File: src/rtl/tpu_pkg.sv
// Shared constants, state encoding and data types for the TPU instruction sequencer.
package tpu_pkg;

    localparam int INSTR_W   = 16;
    localparam int DATA_W    = 16;
    localparam int OPCODE_W  = 3;
    localparam int OPERAND_W = INSTR_W - OPCODE_W;
    localparam int BURST_LEN = 4;

    localparam logic [OPCODE_W-1:0] OP_LOAD_ADDR   = 3'b000;
    localparam logic [OPCODE_W-1:0] OP_LOAD_WEIGHT = 3'b001;
    localparam logic [OPCODE_W-1:0] OP_MATMUL      = 3'b010;
    localparam logic [OPCODE_W-1:0] OP_NOP         = 3'b111;

    typedef enum logic [2:0] {
        S_IDLE,
        S_FETCH,
        S_LOADW,
        S_STREAM,
        S_DRAIN,
        S_DONE
    } state_e;

    typedef logic [DATA_W-1:0] word_t;
    typedef word_t [BURST_LEN-1:0] burst_t;

    function automatic logic is_legal_op(input logic [OPCODE_W-1:0] op);
        return (op == OP_LOAD_ADDR) || (op == OP_LOAD_WEIGHT) ||
               (op == OP_MATMUL) || (op == OP_NOP);
    endfunction

endpackage

File: src/rtl/tpu_seq_if.sv
// Instruction valid/ready channel and synchronous memory read port of the sequencer.
interface tpu_seq_if
    import tpu_pkg::*;
#(
    parameter int ADDR_W = OPERAND_W
);
    logic [INSTR_W-1:0] instr;
    logic               instr_valid;
    logic               instr_ready;
    logic               mem_ren;
    logic [ADDR_W-1:0]  mem_addr;
    logic [DATA_W-1:0]  mem_rdata;

    // Host/memory side.
    modport master (
        output instr, instr_valid, mem_rdata,
        input  instr_ready, mem_ren, mem_addr
    );

    // Sequencer side.
    modport slave (
        input  instr, instr_valid, mem_rdata,
        output instr_ready, mem_ren, mem_addr
    );
endinterface

File: src/rtl/tpu_seq_fetch.sv
// Four-word burst reader: issues reads start+0..3, collects the returning words.
// The last word is forwarded straight from memory in the fetch_done_o cycle.
module tpu_seq_fetch
    import tpu_pkg::*;
#(
    parameter int ADDR_W = OPERAND_W
) (
    input  logic              clk,
    input  logic              reset,
    input  logic              start_i,
    input  logic [ADDR_W-1:0] start_addr_i,
    output logic              mem_ren_o,
    output logic [ADDR_W-1:0] mem_addr_o,
    input  word_t             mem_rdata_i,
    output burst_t            words_o,
    output logic              fetch_done_o
);

    localparam logic [2:0] LAST = 3'(BURST_LEN);

    logic                   active_q, active_d;
    logic [2:0]             cnt_q, cnt_d;
    logic [ADDR_W-1:0]      start_q, start_d;
    word_t [BURST_LEN-2:0]  slots_q, slots_d;

    // NOTE: every _d gets its hold value first so no path through this block infers a latch.
    always_comb begin
        active_d = active_q;
        cnt_d    = cnt_q;
        start_d  = start_q;
        slots_d  = slots_q;
        if (start_i) begin
            active_d = 1'b1;
            cnt_d    = '0;
            start_d  = start_addr_i;
        end else if (active_q) begin
            cnt_d = cnt_q + 3'd1;
            if (cnt_q == LAST) begin
                active_d = 1'b0;
                cnt_d    = '0;
            end
            for (int i = 0; i < BURST_LEN - 1; i++) begin
                if (cnt_q == 3'(i + 1)) slots_d[i] = mem_rdata_i;
            end
        end
    end

    // NOTE: slot registers are reset too, so an aborted burst never leaks stale words.
    always_ff @(posedge clk or posedge reset) begin
        if (reset) begin
            active_q <= 1'b0;
            cnt_q    <= '0;
            start_q  <= '0;
            slots_q  <= '0;
        end else begin
            // NOTE: non-blocking assignments keep all state updates simultaneous at the edge.
            active_q <= active_d;
            cnt_q    <= cnt_d;
            start_q  <= start_d;
            slots_q  <= slots_d;
        end
    end

    assign mem_ren_o    = active_q && (cnt_q < LAST);
    assign mem_addr_o   = start_q + ADDR_W'(cnt_q[1:0]);
    assign fetch_done_o = active_q && (cnt_q == LAST);
    assign words_o      = {mem_rdata_i, slots_q};

endmodule

File: src/rtl/tpu_sequencer.sv
// Instruction-driven controller for the 2x2 systolic array: weight loads, skewed
// activation streaming and drain. Define TPU_SEQ_ILLEGAL_TRAP_EN for a sticky err flag.
module tpu_sequencer
    import tpu_pkg::*;
#(
    parameter int DRAIN_CYCLES = 4,
    parameter int ADDR_W       = OPERAND_W
) (
    input  logic      clk,
    input  logic      reset,
    tpu_seq_if.slave  bus,
    output logic      load_weight,
    output word_t     weight1,
    output word_t     weight2,
    output word_t     weight3,
    output word_t     weight4,
    output logic      valid,
    output word_t     a_in1,
    output word_t     a_in2,
    output logic      busy,
    output logic      done,
    output logic      err
);

    localparam int CNT_W = $clog2(DRAIN_CYCLES + 4);

    state_e                 state_q, state_d;
    logic [CNT_W-1:0]       cnt_q, cnt_d;
    logic                   is_mm_q, is_mm_d;
    logic [ADDR_W-1:0]      base_q, base_d;
    burst_t                 weights_q, weights_d;
    word_t [BURST_LEN-2:0]  acts_q, acts_d;      // a12, a21, a22 held for the skewed stream
    logic                   load_weight_q, load_weight_d;
    logic                   valid_q, valid_d;
    logic                   done_q, done_d;
    logic                   busy_q, busy_d;
    word_t                  a_in1_q, a_in1_d;
    word_t                  a_in2_q, a_in2_d;

    logic                   accept;
    logic [OPCODE_W-1:0]    opcode;
    logic [ADDR_W-1:0]      operand;
    logic                   fetch_start;
    logic [ADDR_W-1:0]      fetch_addr;
    burst_t                 words;
    logic                   fetch_done;

    assign bus.instr_ready = (state_q == S_IDLE);
    assign accept          = bus.instr_valid && bus.instr_ready;
    assign opcode          = bus.instr[INSTR_W-1 -: OPCODE_W];
    assign operand         = bus.instr[ADDR_W-1:0];

    tpu_seq_fetch #(.ADDR_W(ADDR_W)) u_fetch (
        .clk          (clk),
        .reset        (reset),
        .start_i      (fetch_start),
        .start_addr_i (fetch_addr),
        .mem_ren_o    (bus.mem_ren),
        .mem_addr_o   (bus.mem_addr),
        .mem_rdata_i  (bus.mem_rdata),
        .words_o      (words),
        .fetch_done_o (fetch_done)
    );

    // Output registers are loaded with the values the *next* state presents.
    always_comb begin
        state_d       = state_q;
        cnt_d         = cnt_q;
        is_mm_d       = is_mm_q;
        base_d        = base_q;
        weights_d     = weights_q;
        acts_d        = acts_q;
        load_weight_d = 1'b0;
        valid_d       = 1'b0;
        done_d        = 1'b0;
        a_in1_d       = '0;
        a_in2_d       = '0;
        fetch_start   = 1'b0;
        fetch_addr    = base_q;

        case (state_q)
            S_IDLE: begin
                if (accept) begin
                    case (opcode)
                        OP_LOAD_ADDR: base_d = operand;
                        OP_LOAD_WEIGHT: begin
                            fetch_start = 1'b1;
                            is_mm_d     = 1'b0;
                            state_d     = S_FETCH;
                        end
                        OP_MATMUL: begin
                            fetch_start = 1'b1;
                            fetch_addr  = operand;
                            is_mm_d     = 1'b1;
                            state_d     = S_FETCH;
                        end
                        default: ;
                    endcase
                end
            end
            S_FETCH: begin
                if (fetch_done) begin
                    if (is_mm_q) begin
                        acts_d  = words[BURST_LEN-1:1];
                        a_in1_d = words[0];
                        valid_d = 1'b1;
                        cnt_d   = '0;
                        state_d = S_STREAM;
                    end else begin
                        weights_d     = words;
                        load_weight_d = 1'b1;
                        state_d       = S_LOADW;
                    end
                end
            end
            S_LOADW: state_d = S_IDLE;
            S_STREAM: begin
                valid_d = 1'b1;
                cnt_d   = cnt_q + 1'b1;
                if (cnt_q == CNT_W'(0)) begin
                    a_in1_d = acts_q[0];
                    a_in2_d = acts_q[1];
                end else if (cnt_q == CNT_W'(1)) begin
                    a_in2_d = acts_q[2];
                end else begin
                    cnt_d   = '0;
                    state_d = S_DRAIN;
                end
            end
            S_DRAIN: begin
                valid_d = 1'b1;
                cnt_d   = cnt_q + 1'b1;
                if (cnt_q == CNT_W'(DRAIN_CYCLES - 1)) begin
                    valid_d = 1'b0;
                    done_d  = 1'b1;
                    cnt_d   = '0;
                    state_d = S_DONE;
                end
            end
            S_DONE:  state_d = S_IDLE;
            default: state_d = S_IDLE;
        endcase

        busy_d = (state_d != S_IDLE);
    end

    always_ff @(posedge clk or posedge reset) begin
        if (reset) begin
            state_q       <= S_IDLE;
            cnt_q         <= '0;
            is_mm_q       <= 1'b0;
            base_q        <= '0;
            weights_q     <= '0;
            acts_q        <= '0;
            load_weight_q <= 1'b0;
            valid_q       <= 1'b0;
            done_q        <= 1'b0;
            busy_q        <= 1'b0;
            a_in1_q       <= '0;
            a_in2_q       <= '0;
        end else begin
            state_q       <= state_d;
            cnt_q         <= cnt_d;
            is_mm_q       <= is_mm_d;
            base_q        <= base_d;
            weights_q     <= weights_d;
            acts_q        <= acts_d;
            load_weight_q <= load_weight_d;
            valid_q       <= valid_d;
            done_q        <= done_d;
            busy_q        <= busy_d;
            a_in1_q       <= a_in1_d;
            a_in2_q       <= a_in2_d;
        end
    end

`ifdef TPU_SEQ_ILLEGAL_TRAP_EN
    logic err_q, err_d;

    assign err_d = err_q || (accept && !is_legal_op(opcode));

    always_ff @(posedge clk or posedge reset) begin
        if (reset) err_q <= 1'b0;
        else       err_q <= err_d;
    end

    assign err = err_q;
`else
    assign err = 1'b0;
`endif

    assign load_weight = load_weight_q;
    assign weight1     = weights_q[0];
    assign weight2     = weights_q[1];
    assign weight3     = weights_q[2];
    assign weight4     = weights_q[3];
    assign valid       = valid_q;
    assign a_in1       = a_in1_q;
    assign a_in2       = a_in2_q;
    assign busy        = busy_q;
    assign done        = done_q;

endmodule

File: src/flat_wrapper.sv
// flat-port wrapper written by rule: the top's interface ports become plain ports
module tpu_sequencer_flat import tpu_pkg::*;
#(
    parameter int DRAIN_CYCLES = 4,
    parameter int ADDR_W       = OPERAND_W
)
  (clk, reset, load_weight, weight1, weight2, weight3, weight4, valid, a_in1, a_in2, busy, done, err, bus_instr, bus_instr_valid, bus_mem_rdata, bus_instr_ready, bus_mem_ren, bus_mem_addr);
  tpu_seq_if #(.ADDR_W(ADDR_W)) bus_i ();
  input  logic clk;
  input  logic reset;
  output logic load_weight;
  output word_t weight1;
  output word_t weight2;
  output word_t weight3;
  output word_t weight4;
  output logic valid;
  output word_t a_in1;
  output word_t a_in2;
  output logic busy;
  output logic done;
  output logic err;
  input wire logic [$bits(bus_i.instr)-1:0] bus_instr;
  input wire logic [$bits(bus_i.instr_valid)-1:0] bus_instr_valid;
  input wire logic [$bits(bus_i.mem_rdata)-1:0] bus_mem_rdata;
  output wire logic [$bits(bus_i.instr_ready)-1:0] bus_instr_ready;
  output wire logic [$bits(bus_i.mem_ren)-1:0] bus_mem_ren;
  output wire logic [$bits(bus_i.mem_addr)-1:0] bus_mem_addr;
  assign bus_i.instr = bus_instr;
  assign bus_i.instr_valid = bus_instr_valid;
  assign bus_i.mem_rdata = bus_mem_rdata;
  assign bus_instr_ready = bus_i.instr_ready;
  assign bus_mem_ren = bus_i.mem_ren;
  assign bus_mem_addr = bus_i.mem_addr;
  tpu_sequencer #(.DRAIN_CYCLES(DRAIN_CYCLES), .ADDR_W(ADDR_W)) u_core (.clk(clk), .reset(reset), .bus(bus_i), .load_weight(load_weight), .weight1(weight1), .weight2(weight2), .weight3(weight3), .weight4(weight4), .valid(valid), .a_in1(a_in1), .a_in2(a_in2), .busy(busy), .done(done), .err(err));
endmodule
File: config.mk
export PLATFORM = sky130hd
export DESIGN_NAME = tpu_sequencer_flat
export DESIGN_NICKNAME = d
export VERILOG_FILES = /design/src/rtl/tpu_pkg.sv /design/src/rtl/tpu_seq_if.sv /design/src/rtl/tpu_seq_fetch.sv /design/src/rtl/tpu_sequencer.sv /design/src/flat_wrapper.sv
export SDC_FILE = /design/constraint.sdc
export NUM_CORES = 1
export LEC_CHECK = 0
export ABC_AREA = 0
export BUFFER_PORTS_ARGS = -buffer_cell sky130_fd_sc_hd__buf_4
export CORE_ASPECT_RATIO = 1.5
export CORE_MARGIN = 3
export CORE_UTILIZATION = 27
export DETAILED_ROUTE_END_ITERATION = 7
export MAX_ROUTING_LAYER = met4
export PLACE_DENSITY = 0.5
export SYNTH_ARGS = -nofsm -noshare
export SYNTH_HDL_FRONTEND = slang
export SYNTH_HIERARCHICAL = 1
export SYNTH_SLANG_ARGS = --single-unit
File: constraint.sdc
create_clock -name clk -period 6.9 [get_ports clk]
set_input_delay 0 -clock clk [delete_from_list [all_inputs] [get_ports clk]]
set_output_delay 0 -clock clk [all_outputs]
set_load 0.02 [all_outputs]
; After elaboration in Yosys (flattened, before gate mapping)
; Cells that the tools add are included.
[classes]
n_reduce_logical = 19
n_addsub = 3
bitwise_logic = 2
mux = 43
eq_ne = 13
magnitude_cmp = 1
[op_table]
columns = cell, n
row1 = 2-to-1 mux 16 bit, 6
row2 = 2-to-1 mux 3 bit, 14
row3 = 2-to-1 mux 13 bit, 3
row4 = case mux 16 bit (2 select lines), 1
row5 = AND reduction 3 bit, 8
row6 = == test 3 x 2 -> 1 bit (second input constant), 5
row7 = 2-to-1 mux 1 bit, 15
row8 = adder 13 x 2 -> 13 bit, 1
row9 = == test 3 x 1 -> 1 bit (second input constant), 4
row10 = case mux 3 bit (4 select lines), 1
row11 = zero test 3 bit, 3
row12 = case mux 3 bit (3 select lines), 1
row13 = adder 3 x 1 -> 3 bit (second input constant), 2
row14 = == test 3 bit (second input constant), 2
row15 = nonzero test 3 bit, 2
row16 = inequality test 2 x 1 -> 1 bit (second input constant), 2
row17 = nonzero test 2 bit, 2
row18 = logical AND 1 bit, 3
row19 = < comparator 3 bit (second input constant), 1
row20 = case mux 1 bit (3 select lines), 1
row21 = NOT 1 bit, 2
row22 = case mux 1 bit (2 select lines), 1
row23 = OR reduction 2 bit, 1
[totals]
in_bits = 35
word_cells = 104
output_inout_bits = 116
ff_bits = 233

; Depth between registers and ports, before layout
; Gate-level depths: netlist of run 1.
[depth]
ltp_word = 7
ltp_mapped = 8
ltp_nobuf = 6

; By module
; Netlist of run 1, hierarchy kept.
[by_module_without_submodules]
columns = mod, area_each_um2, cells_each, seq_area_each_um2, n_inst
row1 = tpu_sequencer, 6688.9, 417, 4204.0, 1
row2 = tpu_seq_fetch, 3052.9, 210, 1626.6, 1

; Worst setup path after synthesis of run 1
; Ideal clock, no wire load.
[synth_path]
path_type = flip-flop to flip-flop
start = register u_core.state_q[0]
end = register u_core.u_fetch.slots_q, in the netlist u_core/u_fetch/words_o[0]
path_buffers = 3
stages_incl_launch_ff = 9
required_time_ps = 6775
setup_ps = 125
arrival_time_ps = 1989
period_less_slack_ps = 2114
slack_ps = 4786
path_cell_list = dfrtp_1 -> nor3_4 -> nand3_1 -> inv_1 -> buf_4 -> and3b_1 -> buf_6 -> buf_12 -> mux2_4
[synth_between]
elab_chain_len = 6
[synth_rtl]
columns = element, line
row1 = "start, declared", tpu_sequencer.sv:27  ; state_e state_q, state_d;
row2 = "start signal, assigned", tpu_sequencer.sv:162  ; state_q <= state_d;
row3 = zero test 3 bit (*), tpu_sequencer.sv:48  ; assign bus.instr_ready = (state_q == S_IDLE);
row4 = via bus_instr_ready, flat_wrapper.sv:25  ; output wire logic [$bits(bus_i.instr_ready)-1:0] bus_instr_ready;
row5 = logical AND 1 bit, tpu_sequencer.sv:49  ; assign accept = bus.instr_valid && bus.instr_ready;
row6 = 2-to-1 mux 1 bit, tpu_sequencer.sv:83  ; if (accept) begin
row7 = 2-to-1 mux 1 bit (*), tpu_sequencer.sv:81  ; case (state_q)
row8 = via u_core.fetch_start, tpu_sequencer.sv:43  ; logic fetch_start;
row9 = NOT 1 bit (no source line) (*), n/a
row10 = AND reduction 3 bit (no source line) (*), n/a
row11 = "end signal, assigned", tpu_seq_fetch.sv:60  ; slots_q <= slots_d;
row12 = "end, declared", tpu_seq_fetch.sv:24  ; word_t [BURST_LEN-2:0] slots_q, slots_d;
; The timed path passes the listed nets; every way through them passes the cells marked *.
; A chain may end at the register's enable or synchronous reset.

; Final worst setup path of run 1
[layout_path]
start = register u_core.u_fetch.cnt_q[1]
end = register u_core.weights_q, in the netlist u_core/weight1[14]
[layout_between]
elab_chain_len = 3
[layout_rtl]
columns = element, line
row1 = "start, declared", tpu_seq_fetch.sv:22  ; logic [2:0] cnt_q, cnt_d;
row2 = "start signal, assigned", tpu_seq_fetch.sv:58  ; cnt_q <= cnt_d;
row3 = == test 3 bit, tpu_seq_fetch.sv:66  ; assign fetch_done_o = active_q && (cnt_q == LAST);
row4 = logical AND 1 bit, tpu_seq_fetch.sv:66
row5 = via u_core.fetch_done, tpu_sequencer.sv:46  ; logic fetch_done;
row6 = AND reduction 3 bit (no source line), n/a
row7 = "end signal, assigned", tpu_sequencer.sv:166  ; weights_q <= weights_d;
row8 = "end, declared", tpu_sequencer.sv:31  ; burst_t weights_q, weights_d;
; The timed path passes the listed nets, and every way through them passes these cells.

==> results of run 1 <==
==> metal layers <==
| layer | vias to the layer above | track usage (%) |
|---|---|---|
| met3 | 29 | 2.91 |
| met1 | 2865 | 14.0 |
| met2 | 131 | 22.6 |
| met4 | 0 | 3.44 |
| li1 | 2558 | - |
| met5 | - | - |
==> worst paths after layout <==
kind | to | cells after the start
setup reg to reg | u_core/weight1[14] | 7
min in group clk | u_core/is_mm_q | 4
hold reg to reg | u_core/a_in1[10] | 1
setup / recovery | u_core/weight1[14] | 7
hold / removal | u_core/u_fetch/start_q[3] | 3
max in group asynchronous | u_core/base_q[12] | 4
==> per-stage QoR <==
stage	area, um^2	util (%)	cells	power, mW	hold WS, ns
6_report	12300	34.9	1285	2.84	0.0402
3_5_place_dp	11100	31.5	1206	1.47	0.0538
5_1_grt	12300	34.9	1285	2.96	0.0732
4_1_cts	12300	34.9	1285	2.90	0.00989
2_1_floorplan	9740	-	627	1.43	0.148
3_3_place_gp	11100	31.5	1206	1.47	0.0565
==> worst max-delay path, cell delays in order, from the launching register on <==
cell       delay, ns
dfrtp_1         0.46
inv_1           0.11
ha_1            0.22
and3_2          0.25
nand4bb_4       0.17
nor2_4          0.10
buf_4           0.76
mux2_2          0.42
==> area by class of cell <==
type / count / area, um^2
fillers: 3510 / 23000
flip-flops and latches: 233 / 5830
multi-input cells: 331 / 3480
repair buffers: 188 / 1490
clock buffers: 34 / 762
well taps: 473 / 592
clock inverters: 12 / 103
inverters: 14 / 58.8
==> layout by cell type, fill, tap and decap left out, types with 5 or more instances in the layout <==
cell           synthesis  routed
ha_1                  12      12
buf_4                 27     155
inv_1                 14      12
dlygate4sd3_1          0      33
mux2_2               160     160
clkbuf_8               0       6
nand3_1                5       5
nor2_1                11       9
clkinv_2               0       7
nand2_1                5       5
dfrtp_1              233     233
a21oi_1                6       6
xor2_1                 9       9
a22o_1                32      32
mux2_4                38      38
clkbuf_16              0      27
==> kinds of logic (layout without fill, tap and decap cells) <==
logic type      after synthesis  in the layout  synth area share [%]
compound gates               52             52                  4.26
xor+xnor                     12             12                  1.08
fa+ha+maj                    13             13                  1.75
buf+inv                      63            248                  4.61
flops                       233            233                  59.9
mux                         202            202                  24.8
other cells                   1              1                0.0385
simple gates                 51             51                  3.63
==> state kept, by name (all words and copies together), names as in the netlist, 13 cells and up <==
register	flops
u_core/a_in1	16
u_core/a_in2	16
u_core/acts_q	48
u_core/base_q	13
u_core/u_fetch/start_q	13
u_core/u_fetch/words_o	48
u_core/weight1	16
u_core/weight2	16
u_core/weight3	16
u_core/weight4	16
==> power breakdown <==
group | leakage, nW | total [mW] | internal [mW] | switching (mW)
clock | 0.425 | 1.38 | 0.815 | 0.568
combinational | 2.66 | 0.0808 | 0.0327 | 0.0481
sequential | 3.19 | 1.37 | 1.37 | 0.00256
total | 6.27 | 2.84 | 2.22 | 0.618
==> summary.md, run 1 <==
| Metric | Value |
|---|---|
| Period utilization | `38.5%` |
| Drt wl/cell | `18.3 um` |
| CTS Sinks | `233` |
| Die height | `239 um` |
| Clock Tree Buf Depth | `3` |
| IO Pins | `151` |
| Post-CTS sizing | `0` |
| Post-route ant nets | `0` |
| Met2 WL post-DR | `around 12 mm` |
| Tightest Pin Transition | `1.01 ns` |
| Setup CP Type | `flop to flop` |
| Unrepaired setup endpoints after global routing | `no` |
| Slew Limit Fails | `0` |
| Routed via count | `5583` |
| Vias in the first global route | `6097` |
| Antenna violations before repair | `0` |
| Final clock skew | `0.0112 ns` |
| F_max | `between 300 and 400 MHz` |
| Rows | `84` |
| H-Tree Depth | `1` |
| P_leak | `6.27 nW` |
| Avg Inst Size Synth | `15.5 um^2` |
| Post-synth EDFFs | `0` |
| Routed wl met3 | `~1.4 mm` |
| Vias per cell | `4.34` |
| Final GP Congestion | `0.717` |
| Ys async rst share | `100%` |
| Full die area | `0.0384 mm^2` |
| Largest net degree at the start of global routing | `100` |
| PnR worst setup slack | `about 4.2 ns` |
| Library cells used by synthesis | `51` |
| Outcome | `complete, no violations` |
| Initial Util | `27.6%` |
| FF+latch count, synth | `233` |
| CTS tree | `done` |
| Core Footprint | `0.0353 mm^2` |
| Hold crit path type | `input pin to asynchronous set/reset pin` |
| Global-route wire length before repair | `around 37 mm` |
| Worst-path clk slew | `0.06 ns` |
| Most numerous cell in the Yosys netlist | `dfrtp_1` |
| Yosys top cell by area | `dfrtp_1` |
| R2r setup slk | `4.24 ns` |
| Worst Setup SP | `u_core/u_fetch/cnt_q[1]` |
| Syn nets | `675` |
| Width of the die | `161 um` |
| Number of warnings issued by yosys | `6` |
| Area growth, synth to finish | `26.4%` |
| Min cycle time layout | `2.66 ns` |
| DRT iter0 DRCs | `160` |
| Worst slew margin | `32.8%` |
| Max-cap violations | `0` |
| Final WL | `23.5 mm` |
| Root buf cell | `clkbuf_16` |
| Hold_buf cts | `33` |
| Setup Slack @ Placement | `about 4.2 ns` |
| Top Layer Used | `met4` |
| M1 WL | `9.20 mm` |
| Top FF cell, synth | `dfrtp_1` |
| Top post-synthesis cells by count | `dfrtp_1 (233), mux2_2 (160), mux2_4 (38)` |
| # setup viols final | `0` |
| Share of the synthesized area in the top cell type | `59.9%` |
| Final number of hold-violating endpoints | `0` |
| Grt total ovfl | `0` |
| Worst Path Arrival | `3.07 ns` |
| Sequential cell area fraction in the yosys report | `59.9%` |
| TritonCTS Buffers | `26` |
| Postcts setup bufs | `0` |
| Initial DRT Pass Iterations | `4` |
| Top cells by area, synth | `dfrtp_1 (60%), mux2_2 (18%), mux2_4 (5.9%), a22o_1 (2.9%), buf_4 (2.1%)` |
| Share of layout cells above drive strength 1 | `51.1%` |
| Skew-Pair Late Insertion Delay | `about 0.53 ns` |
| Pwr Density | `230 mW/mm^2` |
| Crit-path max FO | `65` |
| IO buf count | `149` |
| Mapped Area | `0.00974 mm^2` |
| Crit path required time | `7.32 ns` |
| Mapped Cells | `627` |
| Setup_tns | `0 ns` |
| DP HPWL | `15.4 mm` |
| Max VDD drop | `~0.00015 V` |
| FF-to-FF Start | `u_core/u_fetch/cnt_q[1]` |
| Startpoint Class | `flop` |
| Final Net Count | `842` |
| Diode count | `0` |
| Critical Path Sink Type | `flop` |
| # DRC | `0` |
| Tot GR Track Use | `12.6%` |
Note: power is estimated with default switching activity, not from simulation.
==> run 2: changes to the inputs <==
--- a/config.mk
+++ b/config.mk
@@ -5,14 +5,14 @@
 export SDC_FILE = /design/constraint.sdc
 export NUM_CORES = 1
 export LEC_CHECK = 0
-export ABC_AREA = 0
+export ABC_AREA = 1
 export BUFFER_PORTS_ARGS = -buffer_cell sky130_fd_sc_hd__buf_4
 export CORE_ASPECT_RATIO = 1.5
 export CORE_MARGIN = 3
 export CORE_UTILIZATION = 27
 export DETAILED_ROUTE_END_ITERATION = 7
 export MAX_ROUTING_LAYER = met4
-export PLACE_DENSITY = 0.5
+export PLACE_DENSITY = 0.51
 export SYNTH_ARGS = -nofsm -noshare
 export SYNTH_HDL_FRONTEND = slang
 export SYNTH_HIERARCHICAL = 1
==> constraint.sdc (replaced) <==
create_clock -name clk -period 2.4 [get_ports clk]
set_input_delay 0 -clock clk [delete_from_list [all_inputs] [get_ports clk]]
set_output_delay 0 -clock clk [all_outputs]
set_load 0.02 [all_outputs]
==> summary.md, run 2 <==
| Metric | Value |
|---|---|
| Crit path required time | `2.40 ns (-4.92 ns)` |
| P_leak | `6.29 nW (+0.31%)` |
| RR Endpoint | `u_core/u_fetch/words_o[45]` |
| H-Tree Depth | `1 (unchanged)` |
| Syn nets | `1094 (+62%)` |
| Mapped Area | `0.00981 mm^2 (+0.74%)` |
| FF+latch count, synth | `233 (unchanged)` |
| Vias in the first global route | `7524 (+23%)` |
| Routed via count | `7228 (+29%)` |
| Initial Util | `27.7% (+0.12 points)` |
| Global-route wire length before repair | `42.4 mm (+16%)` |
| Stages on worst setup path | `7 (unchanged)` |
| Commonest non-fill, non-tap cell in the layout | `nand2_1` |
| Slew Limit Fails | `0 (unchanged)` |
| Worst path cell trace | `ha_1 -> fa_1 -> nand2_2 -> nor2_2 -> nand2_1 -> xor2_1 -> buf_4` |
| Bufs and invs on worst path | `1 (-1)` |
| Hold crit path type | `input pin to flop` |
| Area growth, synth to finish | `25.8%` |
| Antenna violations before repair | `2 (+2)` |
| DP Area | `0.0112 mm^2 (+1.1%)` |
| Unrepaired setup endpoints after global routing | `no` |
| Root buf cell | `clkbuf_16` |
| DP HPWL | `19.9 mm (+29%)` |
| Setup_tns | `0 ns (unchanged)` |
| Most numerous cell in the Yosys netlist | `nand2_1` |
| R2R cell count | `7 (unchanged)` |
| Post-synth EDFFs | `0 (unchanged)` |
| Slowest cell on crit path | `dfrtp_1` |
| Mapped Cells | `1046 (+67%)` |
| Min cycle time layout | `2.25 ns` |
| Drt wl/cell | `16.0 um (-13%)` |
| Top post-synthesis cells by count | `nand2_1 (317), dfrtp_1 (233), inv_1 (130)` |
| Post-route ant nets | `0 (unchanged)` |
| Worst slew margin | `61.2% (+28 points)` |
| Hold path depth | `5` |
| CTS tree | `done` |
| Final GP Congestion | `0.799 (+11%)` |
| Library cells used by synthesis | `29 (-43%)` |
| Commonest non-fill, non-tap cells in the layout | `nand2_1 (316), dfrtp_1 (233), buf_4 (164)` |
| Worst Path Arrival | `2.25 ns (-0.82 ns)` |
| CTS Sinks | `233 (unchanged)` |
| F_max | `between 400 and 500 MHz` |
| Tightest Pin Transition | `0.580 ns (-0.427 ns)` |
| Core Footprint | `0.0354 mm^2 (+0.30%)` |
| # setup viols final | `0 (unchanged)` |
| Top Family by Delay on Critical Path | `adder cells` |
| Initial DRT Pass Iterations | `5 (+1)` |
| Final clock skew | `0.00689 ns (-0.00432 ns)` |
| Skew-Pair Late Insertion Delay | `0.52 ns (about the same)` |
| DRT iter0 DRCs | `293 (+83%)` |
| Startpoint Class | `flop` |
| Clock Tree Buf Depth | `3 (unchanged)` |
| Sequential cell area fraction in the yosys report | `59.4% (-0.44 points)` |
| Largest net degree at the start of global routing | `84 (-16%)` |
| Yosys top cell by area | `dfrtp_1` |
| Setup CP Type | `flop to primary output` |
| R2r setup slk | `0.35 ns (-3.89 ns)` |
| Max-cap violations | `0 (unchanged)` |
| Share of the synthesized area in the top cell type | `59.4% (-0.44 points)` |
| Critical Path Sink Type | `primary output` |
| Postcts setup bufs | `0 (unchanged)` |
| Top cells by area, synth | `dfrtp_1 (59%), nand2_1 (12%), inv_1 (5.0%), o21ai_0 (4.4%), o21ai_1 (3.4%)` |
| Top FF cell, synth | `dfrtp_1` |
| Tot GR Track Use | `14.4% (+1.8 points)` |
| Crit-path max FO | `6 (-91%)` |
| CP max stage delay | `0.42 ns (-0.34 ns)` |
| Hold Path End | `u_core/base_q[5]` |
| IO buf count | `149 (unchanged)` |
| Max VDD drop | `0.000671 V (+340%)` |
| Die height | `240 um (+0.36%)` |
| Outcome | `complete, no violations` |
| IO Pins | `151 (unchanged)` |
| Rows | `84 (unchanged)` |
| Vias per cell | `4.26 (-2.0%)` |
| # DRC | `0 (unchanged)` |
| TritonCTS Buffers | `24 (-7.7%)` |
| Grt total ovfl | `0 (unchanged)` |
| Number of warnings issued by yosys | `6 (unchanged)` |
| Share of layout cells above drive strength 1 | `21.0% (-30 points)` |
| Avg Inst Size Synth | `9.38 um^2 (-40%)` |
| Ys async rst share | `100% (unchanged)` |
| Pwr Density | `1080 mW/mm^2 (+370%)` |
| Min-delay src | `bus_instr_valid` |
| Width of the die | `162 um (+0.36%)` |
| Full die area | `0.0387 mm^2 (+0.72%)` |
| Period utilization | `just over 90%` |
| Final Net Count | `1254 (+49%)` |
| Final WL | `27.1 mm (+15%)` |
| Post-route cell area | `0.0124 mm^2 (+0.26%)` |
| Worst-path clk slew | `0.06 ns (about the same)` |
| Final number of hold-violating endpoints | `0 (unchanged)` |
| FF-to-FF Start | `u_core/state_q[0]` |
## run 2: cell count changes after synthesis, moves of 15 or more
| cell | previous run | this run |
|---|---|---|
| nand2_1 | 5 | 317 |
| mux2_2 | 160 | 0 |
| inv_1 | 14 | 130 |
| o21ai_0 | 3 | 87 |
| o21ai_1 | 0 | 66 |
| mux2_4 | 38 | 0 |
| a22o_1 | 32 | 0 |
| o21ai_2 | 0 | 32 |
| nand3_1 | 5 | 27 |
| o22ai_1 | 0 | 15 |
## run 2: how the worst max path moves through the flow
stage / slack (ns) / endpoint / start
floorplan: 0.26 / u_core/a_in1[0] / reset
global placement: 0.48 / u_core/u_fetch/words_o[41] / u_core/state_q[0]
detailed placement: 0.35 / u_core/u_fetch/words_o[43] / u_core/state_q[0]
CTS: 0.06 / bus_mem_addr[8] / u_core/u_fetch/cnt_q[0]
global route: 0.02 / bus_mem_addr[8] / u_core/u_fetch/cnt_q[0]
finish: 0.15 / bus_mem_addr[8] / u_core/u_fetch/cnt_q[0]
## run 2: timing repair
action                                  4_1_cts  5_1_grt
hold buffers                                 30        0
endpoints found under the hold margin       295        0
endpoints found under the setup margin        0        2
gates resized for setup                       0        1
## run 2: per-layer routing
metal	track usage, %	vias up	share of wire, %
met5	-	-	0
met4	4.71	0	2.9
met3	3.17	44	5.5
met2	26.1	157	54
met1	15.5	3428	38
li1	-	3599	-
## run 2: kinds of logic after synthesis
group                    count (synthesis)  share of synthesized area, %
AND/OR/NAND/NOR                        381                          16.0
XOR/XNOR                                 4                         0.357
AO/OA/AOI/OAI                          216                          12.5
adder cells (fa/ha/maj)                 13                          1.73
other                                    1                        0.0382
buffers and inverters                  198                          9.97
flip-flops                             233                          59.4
## run 2: tightest hold or removal path, delay by kind of cell
kind,cells,cell delay [ns]
simple gates,3,0.32
compound gates,1,0.06
buf+inv,1,0.12
## run 2: final cells by class
cell class,count,area [um^2]
multi-input combinational,615,3020
sequential,233,5830
inverter,135,510
tap,473,592
timing repair buffer,197,1590
fill,3694,23100
clock inverter,6,83.8
clock buffer,36,717
antenna,2,5.00
## run 2: metrics by stage
stage	util [%]	hold slack [ns]	setup slack, ns	cells	total power, mW
after global placement	31.7	0.0604	0.482	1623	9.59
after floorplan	-	0.121	0.259	1046	8.20
after global routing	34.9	0.0726	0.0216	1697	14.3
final	34.9	0.0409	0.154	1697	13.4
after CTS	34.8	0.0277	0.0609	1695	13.6
after detailed placement	31.7	0.0532	0.353	1623	9.67
## run 2: report_power, final
group	total (mW)	internal (mW)	switching, mW
registers	5.80	5.07	0.737
clock network	3.80	2.27	1.52
logic	3.76	1.45	2.31
==> run 3: changes to the inputs <==
==> constraint.sdc (replaced) <==
create_clock -name clk -period 2 [get_ports clk]
set_input_delay 0 -clock clk [delete_from_list [all_inputs] [get_ports clk]]
set_output_delay 0 -clock clk [all_outputs]
set_load 0.02 [all_outputs]
==> summary.md, run 3 (synthesis gave the netlist of run 2 again) <==
| Metric | Value |
|---|---|
| Pwr Density | `1300 mW/mm^2 (+20%)` |
| H-Tree Depth | `1 (unchanged)` |
| Hold crit path type | `input pin to flop` |
| CTS Sinks | `233 (unchanged)` |
| Fill cells | `3608 (-2.3%)` |
| Max-cap violations | `0 (unchanged)` |
| Root buf cell | `clkbuf_16` |
| Vias per cell | `4.28 (+0.52%)` |
| Tot GR Track Use | `14.5% (+0.084 points)` |
| Global-route wire length before repair | `42.8 mm (+0.75%)` |
| Startpoint Class | `flop` |
| Commonest non-fill, non-tap cells in the layout | `nand2_1 (312), dfrtp_1 (233), buf_4 (166)` |
| DP HPWL | `19.5 mm (-2.1%)` |
| Initial DRT Pass Iterations | `7 (+2)` |
| Power Total | `16.8 mW (+25%)` |
| Width of the die | `162 um (unchanged)` |
| Final Net Count | `1278 (+1.9%)` |
| P_leak | `6.55 nW (+4.1%)` |
| Skew-Pair Late Insertion Delay | `0.52 ns (about the same)` |
| Core Footprint | `0.0354 mm^2 (unchanged)` |
| Full die area | `0.0387 mm^2 (unchanged)` |
| Slew Limit Fails | `0 (unchanged)` |
| Worst slew margin | `64.9% (+3.7 points)` |
| Placed cell count | `1633 (+0.62%)` |
| Critical Path Sink Type | `primary output` |
| Setup_tns | `-0.0528 ns (-0.0528 ns)` |
| Grt total ovfl | `0 (unchanged)` |
| F_max | `~500 MHz` |
| Clock Tree Buf Depth | `3 (unchanged)` |
| Non-Filler Instances | `1723 (+1.5%)` |
| Share of layout cells above drive strength 1 | `23.7% (+2.6 points)` |
| Initial Util | `27.7% (unchanged)` |
| # DRC | `0 (unchanged)` |
| TritonCTS Buffers | `24 (unchanged)` |
| DRT iter0 DRCs | `339 (+16%)` |
| Flop pwr share | `41.3% (-2.2 points)` |
| Setup CP Type | `flop to primary output` |
| Antenna violations before repair | `3 (+1)` |
| Switch Pwr | `5.66 mW (+24%)` |
| FF-to-FF Start | `u_core/u_fetch/cnt_q[0]` |
| Final WL | `28.2 mm (+4.2%)` |
| Unrepaired setup endpoints after global routing | `yes` |
| Area growth, synth to finish | `31.5%` |
| Crit path required time | `2.00 ns (-0.40 ns)` |
| Routed via count | `7377 (+2.1%)` |
| Clk pwr share | `29.6% (+1.2 points)` |
| DP Area | `0.0114 mm^2 (+1.4%)` |
| IO buf count | `149 (unchanged)` |
| Setup Slack @ Placement | `0.0807 ns (-0.272 ns)` |
| Final GP Congestion | `0.757 (-5.3%)` |
| Worst Path Arrival | `2.05 ns (-0.20 ns)` |
| Tightest Pin Transition | `0.526 ns (-0.0544 ns)` |
| # setup viols final | `1 (+1)` |
| Violated checks | `setup timing` |
| Final clock skew | `0.0169 ns (+0.00998 ns)` |
| CTS tree | `done` |
| Min-delay src | `bus_instr[15]` |
| IO Pins | `151 (unchanged)` |
| Combinational share of power | `29.1% (+1.0 points)` |
| Final number of hold-violating endpoints | `0 (unchanged)` |
| Period utilization | `103%` |
| Max VDD drop | `0.000695 V (+3.6%)` |
| Min cycle time layout | `2.05 ns` |
| Switching Share | `33.8% (-0.43 points)` |
| Commonest non-fill, non-tap cell in the layout | `nand2_1` |
| Outcome | `finished with violations` |
| PnR worst setup slack | `-0.0528 ns (-0.207 ns)` |
| Worst Setup SP | `u_core/u_fetch/cnt_q[1]` |
| Int Power | `11.1 mW (+26%)` |
| Largest net degree at the start of global routing | `71 (-15%)` |
| Crit-path max FO | `6 (unchanged)` |
| Rows | `84 (unchanged)` |
| Worst-path clk slew | `0.06 ns (about the same)` |
| Post-route ant nets | `0 (unchanged)` |
| Die height | `240 um (unchanged)` |
| Vias in the first global route | `7523 (-0.013%)` |
| Post-route cell area | `0.0129 mm^2 (+4.5%)` |
| Drt wl/cell | `16.4 um (+2.6%)` |
## run 3: cell count changes in the layout (fill, tap and decap cells not counted), moves of 4 or more
cell | before | now
buf_12 | 3 | 11
buf_6 | 0 | 7
clkbuf_1 | 6 | 2
clkbuf_16 | 25 | 29
nand2_1 | 316 | 312
## run 3: per-layer routing
metal / vias to the layer above / wire (um) / track usage [%] / share of wire (%)
met5: - / 0 / - / 0
met1: 3557 / 10900 / 16.0 / 39
met4: 0 / 600 / 4.11 / 2.1
met3: 31 / 1430 / 3.17 / 5.1
met2: 131 / 15300 / 26.1 / 54
li1: 3658 / - / - / -
## run 3: path summary, 6_finish.rpt
| check | cells past startpoint | to | slack [ns] |
|---|---|---|---|
| max in group asynchronous | 4 | u_core/acts_q[30] | 1.12 |
| min in group asynchronous | 3 | u_core/cnt_q[2] | 0.10 |
| worst min-delay path | 6 | u_core/base_q[12] | 0.03 |
| worst min register to register | 2 | u_core/u_fetch/words_o[14] | 0.48 |
| worst max register to register | 11 | u_core/weight1[6] | 0.08 |
| worst max-delay path | 7 | bus_mem_addr[8] | -0.05 |
## run 3: power groups by stage
stage,sequential (mW),combinational (mW),clock [mW]
2_1_floorplan,7.22,2.62,0
5_1_grt,7.10,5.45,5.30
4_1_cts,6.93,4.82,5.10
6_report,6.92,4.87,4.96
3_3_place_gp,6.97,4.62,0
3_5_place_dp,7.00,4.67,0
## run 3: critical path, stage by stage (launching register included)
cell	delay [ns]
dfrtp_1	0.39
buf_4	0.16
fa_2	0.42
nand2_4	0.10
nor2_4	0.05
nand2_1	0.08
xor2_1	0.16
buf_4	0.16
## run 3: area by class of cell
cell class / count / area, um^2 / share of cell area, %
clock inverters: 13 / 201 / 1.56
multi-input cells: 615 / 3090 / 23.9
flip-flops and latches: 233 / 5830 / 45.2
inverters: 135 / 518 / 4.01
clock buffers: 30 / 674 / 5.22
well taps: 473 / 592 / 4.59
repair buffers: 221 / 2000 / 15.5
diodes: 3 / 7.51 / 0.0582
## run 3: through the flow
step / util [%] / hold WS (ns)
after global placement: 32.2 / 0.0884
after CTS: 35.7 / 0.00441
after floorplan: - / 0.121
after detailed placement: 32.2 / 0.0921
after global routing: 36.4 / 0.0659
final: 36.4 / 0.0305
## run 3: repair_timing
action	4_1_cts	5_1_grt
pin swaps	0	2
gates resized for setup	11	24
setup endpoints to repair	10	95
gates cloned	0	6
buffers inserted	2	5
endpoints found under the hold margin	270	0
hold buffers	31	0
